$ cat src/rtl/instr_cache_ctrl_if.sv
// Fetch-side and instr_mem-side signals of the instruction cache controller.
// The cache drives through the slave modport; fetch stage/instr_mem (or a bench) use master.
interface instr_cache_ctrl_if #(
    parameter int CNT_W = 32
);
    logic [31:0]      PC_F;
    logic             flush;
    logic [31:0]      Instr_F;
    logic             hit_miss;
    logic [31:0]      mem_addr;
    logic [31:0]      Instr_F1;
    logic [31:0]      Instr_F0;
    logic             countdone;
    logic [CNT_W-1:0] hit_cnt;
    logic [CNT_W-1:0] miss_cnt;

    modport slave (
        input  PC_F, flush, Instr_F1, Instr_F0, countdone,
        output Instr_F, hit_miss, mem_addr, hit_cnt, miss_cnt
    );

    modport master (
        output PC_F, flush, Instr_F1, Instr_F0, countdone,
        input  Instr_F, hit_miss, mem_addr, hit_cnt, miss_cnt
    );
endinterface

$ cat src/rtl/instr_cache_ctrl.sv
// Direct-mapped instruction cache (2 words per line) with a single-outstanding refill FSM.
//   state | meaning
//   IDLE  | look up PC_F every cycle; a miss latches the block address and requests a refill
//   WAIT  | refill outstanding; stall fetch until countdone, then write the line
module instr_cache_ctrl #(
    parameter int INDEX_BITS = 4,
    parameter int CNT_W      = 32
) (
    input logic               clk,
    input logic               rst_n,
    instr_cache_ctrl_if.slave bus
);
    localparam int NUM_LINES = 1 << INDEX_BITS;
    localparam int TAG_W     = 32 - INDEX_BITS - 3;

    typedef enum logic {IDLE, WAIT} state_t;

    state_t                  state_q, state_d;
    logic [NUM_LINES-1:0]    valid_q;
    logic [TAG_W-1:0]        tag_q  [NUM_LINES];
    logic [63:0]             data_q [NUM_LINES];
    logic [31:0]             mem_addr_q;
    logic [CNT_W-1:0]        hit_cnt_q, miss_cnt_q;
    logic                    flush_pend_q;

    logic [INDEX_BITS-1:0]   idx, fill_idx;
    logic [TAG_W-1:0]        pc_tag, fill_tag;
    logic [63:0]             line;
    logic                    hit, miss, refill;
    logic                    unused_pc_bits;

    assign idx            = bus.PC_F[INDEX_BITS+2:3];
    assign pc_tag         = bus.PC_F[31:INDEX_BITS+3];
    assign fill_idx       = mem_addr_q[INDEX_BITS+2:3];
    assign fill_tag       = mem_addr_q[31:INDEX_BITS+3];
    assign line           = data_q[idx];
    assign unused_pc_bits = ^bus.PC_F[1:0];

    assign hit = (state_q == IDLE) && valid_q[idx] && (tag_q[idx] == pc_tag);

    assign bus.hit_miss = hit;
    assign bus.Instr_F  = hit ? (bus.PC_F[2] ? line[63:32] : line[31:0]) : 32'h0;
    assign bus.mem_addr = mem_addr_q;
    assign bus.hit_cnt  = hit_cnt_q;
    assign bus.miss_cnt = miss_cnt_q;

    // countdone is deliberately not looked at in IDLE: it still holds the previous refill's flag
    always_comb begin
        state_d = state_q;
        miss    = 1'b0;
        refill  = 1'b0;
        case (state_q)
            IDLE: begin
                if (!hit) begin
                    miss    = 1'b1;
                    state_d = WAIT;
                end
            end
            WAIT: begin
                if (bus.countdone) begin
                    refill  = 1'b1;
                    state_d = IDLE;
                end
            end
            default: state_d = IDLE;
        endcase
    end

    always_ff @(posedge clk or negedge rst_n) begin
        if (!rst_n) begin
            state_q      <= IDLE;
            valid_q      <= '0;
            mem_addr_q   <= 32'h0;
            hit_cnt_q    <= '0;
            miss_cnt_q   <= '0;
            flush_pend_q <= 1'b0;
        end else begin
            state_q <= state_d;

            if (hit && (hit_cnt_q != '1))
                hit_cnt_q <= hit_cnt_q + CNT_W'(1);

            if (miss) begin
                mem_addr_q <= {bus.PC_F[31:3], 3'b000};
                if (miss_cnt_q != '1)
                    miss_cnt_q <= miss_cnt_q + CNT_W'(1);
            end

            // A flush seen during the refill also wipes the line being filled
            if ((state_q == IDLE) && bus.flush) begin
                valid_q <= '0;
            end else if (refill) begin
                if (flush_pend_q || bus.flush)
                    valid_q <= '0;
                else
                    valid_q[fill_idx] <= 1'b1;
            end

            if (state_q == WAIT) begin
                if (refill)
                    flush_pend_q <= 1'b0;
                else if (bus.flush)
                    flush_pend_q <= 1'b1;
            end
        end
    end

    always_ff @(posedge clk) begin
        if (refill) begin
            data_q[fill_idx] <= {bus.Instr_F1, bus.Instr_F0};
            tag_q[fill_idx]  <= fill_tag;
        end
    end
endmodule

$ cat src/flat_wrapper.sv
// flat-port wrapper written by rule: the top's interface ports become plain ports
module instr_cache_ctrl_flat 
#(
    parameter int INDEX_BITS = 4,
    parameter int CNT_W      = 32
)
  (clk, rst_n, bus_PC_F, bus_flush, bus_Instr_F1, bus_Instr_F0, bus_countdone, bus_Instr_F, bus_hit_miss, bus_mem_addr, bus_hit_cnt, bus_miss_cnt);
  instr_cache_ctrl_if #(.CNT_W(CNT_W)) bus_i ();
  input logic clk;
  input logic rst_n;
  input wire logic [$bits(bus_i.PC_F)-1:0] bus_PC_F;
  input wire logic [$bits(bus_i.flush)-1:0] bus_flush;
  input wire logic [$bits(bus_i.Instr_F1)-1:0] bus_Instr_F1;
  input wire logic [$bits(bus_i.Instr_F0)-1:0] bus_Instr_F0;
  input wire logic [$bits(bus_i.countdone)-1:0] bus_countdone;
  output wire logic [$bits(bus_i.Instr_F)-1:0] bus_Instr_F;
  output wire logic [$bits(bus_i.hit_miss)-1:0] bus_hit_miss;
  output wire logic [$bits(bus_i.mem_addr)-1:0] bus_mem_addr;
  output wire logic [$bits(bus_i.hit_cnt)-1:0] bus_hit_cnt;
  output wire logic [$bits(bus_i.miss_cnt)-1:0] bus_miss_cnt;
  assign bus_i.PC_F = bus_PC_F;
  assign bus_i.flush = bus_flush;
  assign bus_i.Instr_F1 = bus_Instr_F1;
  assign bus_i.Instr_F0 = bus_Instr_F0;
  assign bus_i.countdone = bus_countdone;
  assign bus_Instr_F = bus_i.Instr_F;
  assign bus_hit_miss = bus_i.hit_miss;
  assign bus_mem_addr = bus_i.mem_addr;
  assign bus_hit_cnt = bus_i.hit_cnt;
  assign bus_miss_cnt = bus_i.miss_cnt;
  instr_cache_ctrl #(.INDEX_BITS(INDEX_BITS), .CNT_W(CNT_W)) u_core (.clk(clk), .rst_n(rst_n), .bus(bus_i));
endmodule
$ cat config.mk
export PLATFORM = sky130hd
export DESIGN_NAME = instr_cache_ctrl_flat
export DESIGN_NICKNAME = d
export VERILOG_FILES = /design/src/rtl/instr_cache_ctrl_if.sv /design/src/rtl/instr_cache_ctrl.sv /design/src/flat_wrapper.sv
export SDC_FILE = /design/constraint.sdc
export NUM_CORES = 1
export LEC_CHECK = 0
export CAP_MARGIN = 20
export CORE_ASPECT_RATIO = 0.9
export CORE_MARGIN = 5
export CORE_UTILIZATION = 45
export CTS_BUF_LIST = sky130_fd_sc_hd__clkbuf_8 sky130_fd_sc_hd__clkbuf_16
export DETAILED_ROUTE_END_ITERATION = 6
export DONT_BUFFER_PORTS = 1
export GPL_TIMING_DRIVEN = 0
export SLEW_MARGIN = 15
export SYNTH_ARGS = -nofsm -noshare
export SYNTH_HDL_FRONTEND = slang
export SYNTH_SLANG_ARGS = --single-unit
export TNS_END_PERCENT = 50
$ cat constraint.sdc
create_clock -name clk -period 11.23 [get_ports clk]
set_clock_uncertainty 0.1 [all_clocks]
set_input_delay 1.123 -clock clk [delete_from_list [all_inputs] [get_ports clk]]
set_output_delay 1.123 -clock clk [all_outputs]
set_load 0.01 [all_outputs]
---- Word-level counts from Yosys, hierarchy flattened ----
Memory sizes are Yosys's and may differ from the RTL's.
Index checks and enable logic that the tools add are counted.
storage, ports and cells
  memory bits (writable) .................. 1424
  logic and storage cells ................. 47
  flip-flop bits (word level) ............. 111
  bits of input ports ..................... 100
  memories ................................ 2
  output and inout bits ................... 129
cells by class
  multiplexer cells ....................... 19
  $lt $le $gt $ge ......................... 3
  bitwise operators ....................... 2
  reductions and logical operators ........ 10
  add/subtract/negate cells ............... 2
  equal/unequal tests ..................... 3
memory list
  name           words  width  rd ports  clocked after memory_dff  write ports  line                    RTL
  u_core.data_q  16     64     1         0                         1            instr_cache_ctrl.sv:21  logic [63:0] data_q [NUM_LINES];
  u_core.tag_q   16     25     1         0                         1            instr_cache_ctrl.sv:20  logic [TAG_W-1:0] tag_q [NUM_LINES];
operator list
  operator                                                                       number
  32-bit by 1-bit adder with 32-bit output (second input constant)               2
  32-bit two-way mux                                                             2
  32-bit inequality test (second input constant)                                 2
  16-bit two-way mux                                                             3
  25-bit equality test                                                           1
  16-bit bitwise OR                                                              1
  1-bit two-way mux                                                              11
  4-bit by 5-bit less-than comparator with 1-bit output (second input constant)  2
  1-bit logical AND                                                              5
  1-bit binary-select mux with 4-bit select                                      1
  1-bit demux with 4-bit select                                                  1
  4-bit by 1-bit >= comparator with 1-bit output (second input constant)         1
  2-bit AND reduction                                                            2
  2-bit nonzero test                                                             2
  1-bit case mux with 2 select lines                                             1
  1-bit logical OR                                                               1
  1-bit NOT                                                                      1

---- Longest topological paths before layout ----
Gate-level depths: netlist (run 1).
  word-level depth ........................ 8
  depth in mapped cells ................... 16

---- Worst setup path before layout (run 1) ----
No wires, ideal clock.
  path kind ............................... input-to-reg
  start point ............................. in bus_countdone
  end point ............................... mem u_core.data_q[3][0], enable pin
  path slack .............................. 2.839 ns
  arrival ................................. 7.645 ns
  library setup time ...................... 0.646 ns
  stages on the path ...................... 4
  path buffers ............................ 0
  cells stage by stage .................... inv_1 > nor2_1 > nand3_1 > nor3_1
on the way
  cells in the longest elaborated chain, start to end .. 4
ends and longest elaborated chain
  what                                     line                     RTL
  start, declared                          flat_wrapper.sv:15       input wire logic [$bits(bus_i.countdone)-1:0] bus_countdone;
  1-bit two-way mux                        instr_cache_ctrl.sv:60   if (bus.countdone) begin
  1-bit two-way mux                        instr_cache_ctrl.sv:52   case (state_q)
  1-bit two-way mux                        instr_cache_ctrl.sv:109  if (refill) begin
  1-bit two-way mux (not written as such)  instr_cache_ctrl.sv:110  data_q[fill_idx] <= {bus.Instr_F1, bus.Instr_F0};
  end, declared                            instr_cache_ctrl.sv:21
Every way passes these cells.

---- Final worst setup path (run 1) ----
  start point ............................. in bus_PC_F[5]
  end point ............................... out bus_Instr_F[3]
on the way
  cells in the longest elaborated chain, start to end .. 5
ends and longest elaborated chain
  what                                                        line                    RTL
  start, declared                                             flat_wrapper.sv:11      input wire logic [$bits(bus_i.PC_F)-1:0] bus_PC_F;
  branches (longest 4 deep; another with memory 16 x 25 bit)  --
  32-bit two-way mux (*)                                      instr_cache_ctrl.sv:42  assign bus.Instr_F = hit ? (bus.PC_F[2] ? line[63:32] : line[31:0]) : 32'h0;
  end, declared                                               flat_wrapper.sv:16      output wire logic [$bits(bus_i.Instr_F)-1:0] bus_Instr_F;
Every way passes the cells marked *. The select of a mux whose other input is x is not followed.

==> impl_metrics.csv, run 1 <==
group,metric,value,unit
setup_path,cp_max_fo,10,
drt,via_per_inst,6.01,
outcome,status,"finished clean",
setup_path,start_kind,"input pin",
setup_path,worst_path_largest_cell_delay,880,ps
cells_and_area,diodes,0,
power_and_ir_drop,vdd_drop_max,0.000119,V
global_routing,first_global_vias,29900,
cts,cts_resized,0,
timing,worst_slew_pin_slew,1210,ps
place,place.gp.congestion,0.786,
setup_path,reg2reg_from,"u_core.tag_q[7][9]$_DFFE_PP_",
timing,max_freq,130,MHz
setup_path,crit_path_end_kind,"primary output",
timing,slew_headroom,19.4,%
synth,yosysSeqAreaShare,76.4,%
synth,netlist_area,0.0596,mm²
setup_path,cpMaxStageDelayCell,"a21oi_1",
die,dieArea,0.140,mm²
power_and_ir_drop,switchingPower,2680,µW
cells_and_area,multi_input_area,0.0135,mm²
place,place_inst,4558,
power_and_ir_drop,combPwrFrac,5.6,%
cts,cts_max_path_buffers,3,
cells_and_area,nNetsFinal,3099,
global_routing,antenna_found_initial,0,
cts,clk_latency,780,ps
power_and_ir_drop,swShare,21.9,%
synth,synth_area_leaders,"edfxtp_1 72%, mux4_2 16%, dfrtp_1 4.7%",
setup_path,crit_type,"input pin to primary output",
drt,wl,152,mm
cells_and_area,layout-drive-gt1-share,28.4,%
cells_and_area,utilization,52.5,%
timing,rsz0062_at_grt,"false",
power_and_ir_drop,pwr-share-seq,53.6,%
timing,slew_viol_final,0,
setup_path,crit_chain,"buf_4 > buf_1 > mux4_2 > mux2i_1 > mux2i_1 > xnor2_1 > o21ai_0 > a2111oi_1 > nand3_1 > buf_2 > buf_2 > buf_1 > a21oi_1",
cts,clkSlewWorstSetupHoldPaths,60,ps
drt,first_pass_iters,6,
power_and_ir_drop,p_total,12300,µW
cts,cts_tree,"done",
cts,ctsHtreeMaxLevel,4,
synth,synth_cells,2699,
cts,clkSinkCount,1535,
cells_and_area,n_fill_cell,9991,
timing,finalHoldViolCount,0,
die,io_pins,229,
synth,async_reset_ff_share,7.23,%
cts,cts_buffers,156,
drt,antenna_left,0,
synth,synth_edf_count,1424,
synth,yosysMostFrequentCell,"edfxtp_1",
power_and_ir_drop,power_frac_clock,40.8,%
drt,wl_per_cell,31.4,µm
global_routing,gr-usage-all-layers,21.8,%
place,place_ws,3580,ps
cts,clk_root_buffer_cell,"clkbuf_16",
synth,synth_ff_type,"edfxtp_1",
global_routing,grt_max_degree,112,
timing,min_period,7710,ps
synth,postSynthAreaPerCell,22.1,µm²
die,row_count,126,
place,io_buffers,0,
power_and_ir_drop,p_leak,0.0226,µW
drt,drcViolationCount,0,
cells_and_area,syn2layout_area_growth,15.7,%
drt,vias,29100,
die,core,0.131,mm²
timing,final-setup-viol-count,0,
cells_and_area,seqCellArea,0.0455,mm²
synth,ys_types,59,
timing,setup_ws,3520,ps
hold_path,min_path_type,"input pin to async pin",
power_and_ir_drop,cellPowerDensity,178,mW/mm²
die,die_x,394,µm
job,cap_violations,0,
drt,drtIter0Drc,3010,
synth,ys_ff_latch,1535,
synth,yosys-top-cells-count,"1,424 x edfxtp_1, 413 x mux4_2, 111 x dfrtp_1, 97 x nand2_1, 65 x mux2i_1",
global_routing,grt_pass1_wl,218,mm
power_and_ir_drop,p_int,9590,µW
setup_path,arrival,6480,ps
die,initial_core_util,45.4,%
synth,synth_largest_area_cell,"edfxtp_1",
timing,timing.hold.ws,193,ps
setup_path,crit_path_start,"bus_PC_F[5]",
synth,yosysWarnings,0,
place,hpwl,101,mm
die,die_h,355,µm
setup_path,cp.required,10010,ps
timing,fin_crit_sh,68.6,%
global_routing,grt_overflow,0,
synth,synth_top_area_share,71.7,%
cells_and_area,fin_cells,4849,
==> area by class of cell <==
class	instances	area share, %
sequential	1535	66.0
multi-input combinational	1012	19.5
clock buffer	161	5.81
tap	1728	3.14
timing repair buffer	138	3.04
clock inverter	121	1.37
buffer	140	1.01
inverter	14	0.0762
==> metal layers <==
metal	up-vias	part of all wire (%)	GRT usage [%]
li1	11900	-	-
met1	15800	40	29.2
met2	1278	49	35.9
met3	244	8.3	5.12
met4	0	2.7	6.55
met5	-	0	0
==> path summary, 6_finish.rpt <==
kind                                                  endpoint  slack, ps  cells after the start
max                                             bus_Instr_F[3]       3520                     13
min                         u_core.bus.hit_cnt[15]$_DFFE_PN0P_        190                      1
max reg2reg                u_core.bus.mem_addr[21]$_DFFE_PN0P_       7070                     12
min reg2reg                     u_core.valid_q[13]$_DFFE_PN0P_        400                      2
max in group asynchronous      u_core.flush_pend_q$_DFFE_PN0P_      10340                      1
min in group clk                u_core.data_q[1][48]$_DFFE_PP_        330                      0
==> sequential cells by signal (all words and copies together), names as in the netlist <==
name,cells
u_core.bus.mem_addr,29
u_core.data_q,1024
u_core.flush_pend_q,1
u_core.state_q,1
u_core.valid_q,16
u_core.bus.miss_cnt,32
u_core.tag_q,400
u_core.bus.hit_cnt,32
==> cells in the final DEF, fill, tap and decap left out, types with 45 or more instances in the layout <==
cell | Yosys | layout
a21oi_1 | 53 | 53
buf_4 | 16 | 66
clkbuf_1 | 53 | 49
clkbuf_16 | 0 | 159
dfrtp_1 | 111 | 111
edfxtp_1 | 1424 | 1424
inv_1 | 11 | 55
mux2i_1 | 65 | 65
mux4_2 | 413 | 413
nand2_1 | 97 | 97
nor2_1 | 57 | 45
xnor2_1 | 57 | 57
xor2_1 | 45 | 45
==> power by group through the flow <==
stage | Sequential (µW) | Combinational, µW | Clock (µW)
after global placement | 6730 | 616 | 0
after global routing | 6590 | 731 | 5340
after CTS | 6580 | 696 | 5100
after detailed placement | 6700 | 683 | 0
final | 6570 | 689 | 5010
after floorplan | 6660 | 424 | 0
==> worst max-delay path: cells and delay by family <==
family | cells | cell delay, ps
simple gates | 1 | 410
xor+xnor | 1 | 370
mux | 3 | 710
buf+inv | 5 | 2060
compound gates | 3 | 1750
==> repair_timing <==
action                    4_1_cts  5_1_grt
hold endpoints to repair      111        0
setup buffers                   0        0
hold buffers                    1        0
==> cells by family (layout without fill, tap and decap cells) <==
family / after synthesis / count (layout) / synth area share, %
and+or+nand+nor: 299 / 299 / 2.47
DFF: 1535 / 1535 / 76.4
xor gates and xnor gates: 102 / 102 / 1.50
muxes: 513 / 513 / 17.4
AOI/OAI and AO/OA: 93 / 93 / 0.955
other: 1 / 3 / 0.00629
buffers and inverters: 154 / 574 / 1.22
adders and majority gates: 2 / 2 / 0.0420
==> through the flow <==
step	setup TNS (ps)	instance area [µm²]
2_1_floorplan	0	59600
3_3_place_gp	-1838560	61800
3_5_place_dp	0	63900
4_1_cts	0	68900
5_1_grt	0	69000
6_report	0	69000
Power figures use the tool's default switching activity.
==> run 2, diff against run 1 <==
==> constraint.sdc (replaced) <==
create_clock -name clk -period 6.45 [get_ports clk]
set_clock_uncertainty 0.1 [all_clocks]
set_input_delay 0.645 -clock clk [delete_from_list [all_inputs] [get_ports clk]]
set_output_delay 0.645 -clock clk [all_outputs]
set_load 0.01 [all_outputs]
==> impl_metrics.csv, run 2 (same netlist as run 1, synthesis figures left out) <==
group,metric,value,unit
outcome,status,"finished clean",
die,core,0.131,mm²
timing,slew_viol_final,0,
cells_and_area,layout-drive-gt1-share,27.7,%
cts,cts_max_path_buffers,3,
timing,worst_slew_pin_slew,1140,ps
place,hpwl,100,mm
setup_path,crit_top_cell,"buf_2",
place,placed_area,0.0640,mm²
cells_and_area,largest_reg_flops,1024,
global_routing,grt_pass1_wl,219,mm
cts,cts_buffers,154,
global_routing,gr-usage-all-layers,21.9,%
cts,clkSinkCount,1535,
timing,fin_crit_sh,94.6,%
cts,cts_tree,"done",
place,place.gp.congestion,0.787,
setup_path,start_kind,"input pin",
cells_and_area,layout_common_cells,"1,424 x edfxtp_1, 413 x mux4_2, 159 x clkbuf_16",
hold_path,whs_path_depth,3,
drt,antenna_left,0,
setup_path,arrival,5350,ps
cts,clk_root_buffer_cell,"clkbuf_16",
power_and_ir_drop,pwr-share-seq,53.1,%
cells_and_area,syn2layout_area_growth,17.7,%
die,initial_core_util,45.4,%
power_and_ir_drop,vdd_drop_max,0.000272,V
setup_path,cpMaxStageDelayCell,"clkdlybuf4s15_2",
die,die_x,394,µm
timing,slew_headroom,24.0,%
die,io_pins,229,
drt,vias,29200,
cells_and_area,multi_input_area,0.0136,mm²
setup_path,cp_top_family,"buffers and inverters",
timing,min_period,6100,ps
setup_path,cp_max_fo,10,
hold_path,hold_end,"u_core.flush_pend_q$_DFFE_PN0P_",
setup_path,worst-r2r-setup-slack,2340,ps
global_routing,antenna_found_initial,16,
place,io_buffers,0,
timing,finalHoldViolCount,0,
drt,drtIter0Drc,2609,
setup_path,crit_path_end_kind,"primary output",
hold_path,min_path_type,"input pin to register",
power_and_ir_drop,p_leak,0.0230,µW
timing,final-setup-viol-count,0,
cells_and_area,nNetsFinal,3173,
setup_path,timing.rr.end,"u_core.bus.mem_addr[23]$_DFFE_PN0P_",
cells_and_area,seqCellArea,0.0455,mm²
global_routing,grt_overflow,0,
setup_path,cp_num_cells,11,
timing,timing.hold.ws,107,ps
setup_path,r2r_cells,11,
global_routing,first_global_vias,30100,
cts,clk_latency,770,ps
timing,max_freq,164,MHz
power_and_ir_drop,cellPowerDensity,307,mW/mm²
hold_path,worstHoldStart,"bus_countdone",
cells_and_area,utilization,53.4,%
cells_and_area,layout_commonest_cell,"edfxtp_1",
die,dieArea,0.140,mm²
setup_path,worstPathBufferInverterCount,7,
power_and_ir_drop,combPwrFrac,6.3,%
setup_path,crit_chain,"buf_2 > buf_2 > buf_1 > clkdlybuf4s15_2 > nand4_1 > a2111oi_2 > nand3_1 > buf_2 > buf_2 > buf_1 > a21oi_1",
power_and_ir_drop,p_total,21500,µW
power_and_ir_drop,switchingPower,4710,µW
cells_and_area,final_area,0.0702,mm²
cells_and_area,n_fill_cell,9878,
drt,wl,153,mm
drt,first_pass_iters,5,
job,cap_violations,0,
drt,drcViolationCount,0,
cells_and_area,largestRegisters,"u_core.data_q: 1024 flops, u_core.tag_q: 400 flops",
setup_path,reg2reg_from,"u_core.tag_q[15][1]$_DFFE_PP_",
setup_path,cp.required,5700,ps
global_routing,grt_max_degree,112,
timing,rsz0062_at_grt,"false",
power_and_ir_drop,p_int,16800,µW
cts,ctsHtreeMaxLevel,4,
timing,finalSetupTns,0,ps
drt,wl_per_cell,31.1,µm
setup_path,worst_path_largest_cell_delay,660,ps
setup_path,crit_type,"input pin to primary output",
power_and_ir_drop,swShare,21.9,%
die,die_h,355,µm
cells_and_area,largest_register,"u_core.data_q",
cts,clkSlewWorstSetupHoldPaths,60,ps
power_and_ir_drop,power_frac_clock,40.6,%
drt,via_per_inst,5.93,
die,row_count,126,
## run 2: metal layers
metal / vias up / GRT usage (%) / share of wire (%)
li1: 12000 / - / -
met1: 15800 / 29.2 / 40
met2: 1218 / 35.9 / 49
met3: 234 / 5.40 / 8.4
met4: 10 / 6.63 / 2.5
met5: - / 0 / 0.042
## run 2: cell type report
| class | count | share of cell area, % |
|---|---|---|
| multi-input cells | 1012 | 19.4 |
| clock inverters | 122 | 1.35 |
| flip-flops and latches | 1535 | 64.9 |
| diodes | 7 | 0.0250 |
| repair buffers | 214 | 4.50 |
| inverters | 14 | 0.0749 |
| clock buffers | 160 | 5.69 |
| plain buffers | 140 | 1.01 |
| well taps | 1728 | 3.08 |
## run 2: worst register-to-register path, cell delays in order (launching register included)
cell       delay, ps
edfxtp_1         360
mux4_2           490
mux4_2           490
xnor2_1          540
nand2_1          150
a2111oi_2        370
nand3_1          390
inv_2            270
nor2_1           100
buf_6            190
buf_6            220
mux2_4           320
## run 2: worst max-delay path by stage
stage | from | end | slack, ps
final | bus_PC_F[6] | bus_Instr_F[21] | 350
after global routing | bus_PC_F[6] | bus_Instr_F[21] | 130
after CTS | bus_PC_F[6] | bus_Instr_F[4] | 20
after detailed placement | bus_PC_F[6] | bus_Instr_F[2] | -280
after global placement | u_core.bus.mem_addr[3]$_DFFE_PN0P_ | u_core.data_q[1][45]$_DFFE_PP_ | -10000
after floorplan | bus_countdone | u_core.data_q[1][0]$_DFFE_PP_ | -1430
## run 2: stage by stage
stage | setup WS (ps) | std cells
5_1_grt | 132 | 4926
3_3_place_gp | -10000 | 4429
3_5_place_dp | -279 | 4541
2_1_floorplan | -1430 | 2701
4_1_cts | 20.7 | 4914
6_report | 351 | 4932
## run 2: power by group through the flow
stage | clock network, µW | registers (µW) | logic (µW)
4_1_cts | 8900 | 11400 | 1350
5_1_grt | 9340 | 11500 | 1430
2_1_floorplan | 0 | 11600 | 740
3_5_place_dp | 0 | 11700 | 1200
3_3_place_gp | 0 | 11700 | 1080
6_report | 8740 | 11400 | 1350
## run 2: timing repair
item	in CTS	in global routing
hold buffers	91	0
endpoints found under the hold margin	1160	0
buffers inserted	0	0
pin swaps	0	0
endpoints found under the setup margin	20	25
resized for setup	8	17
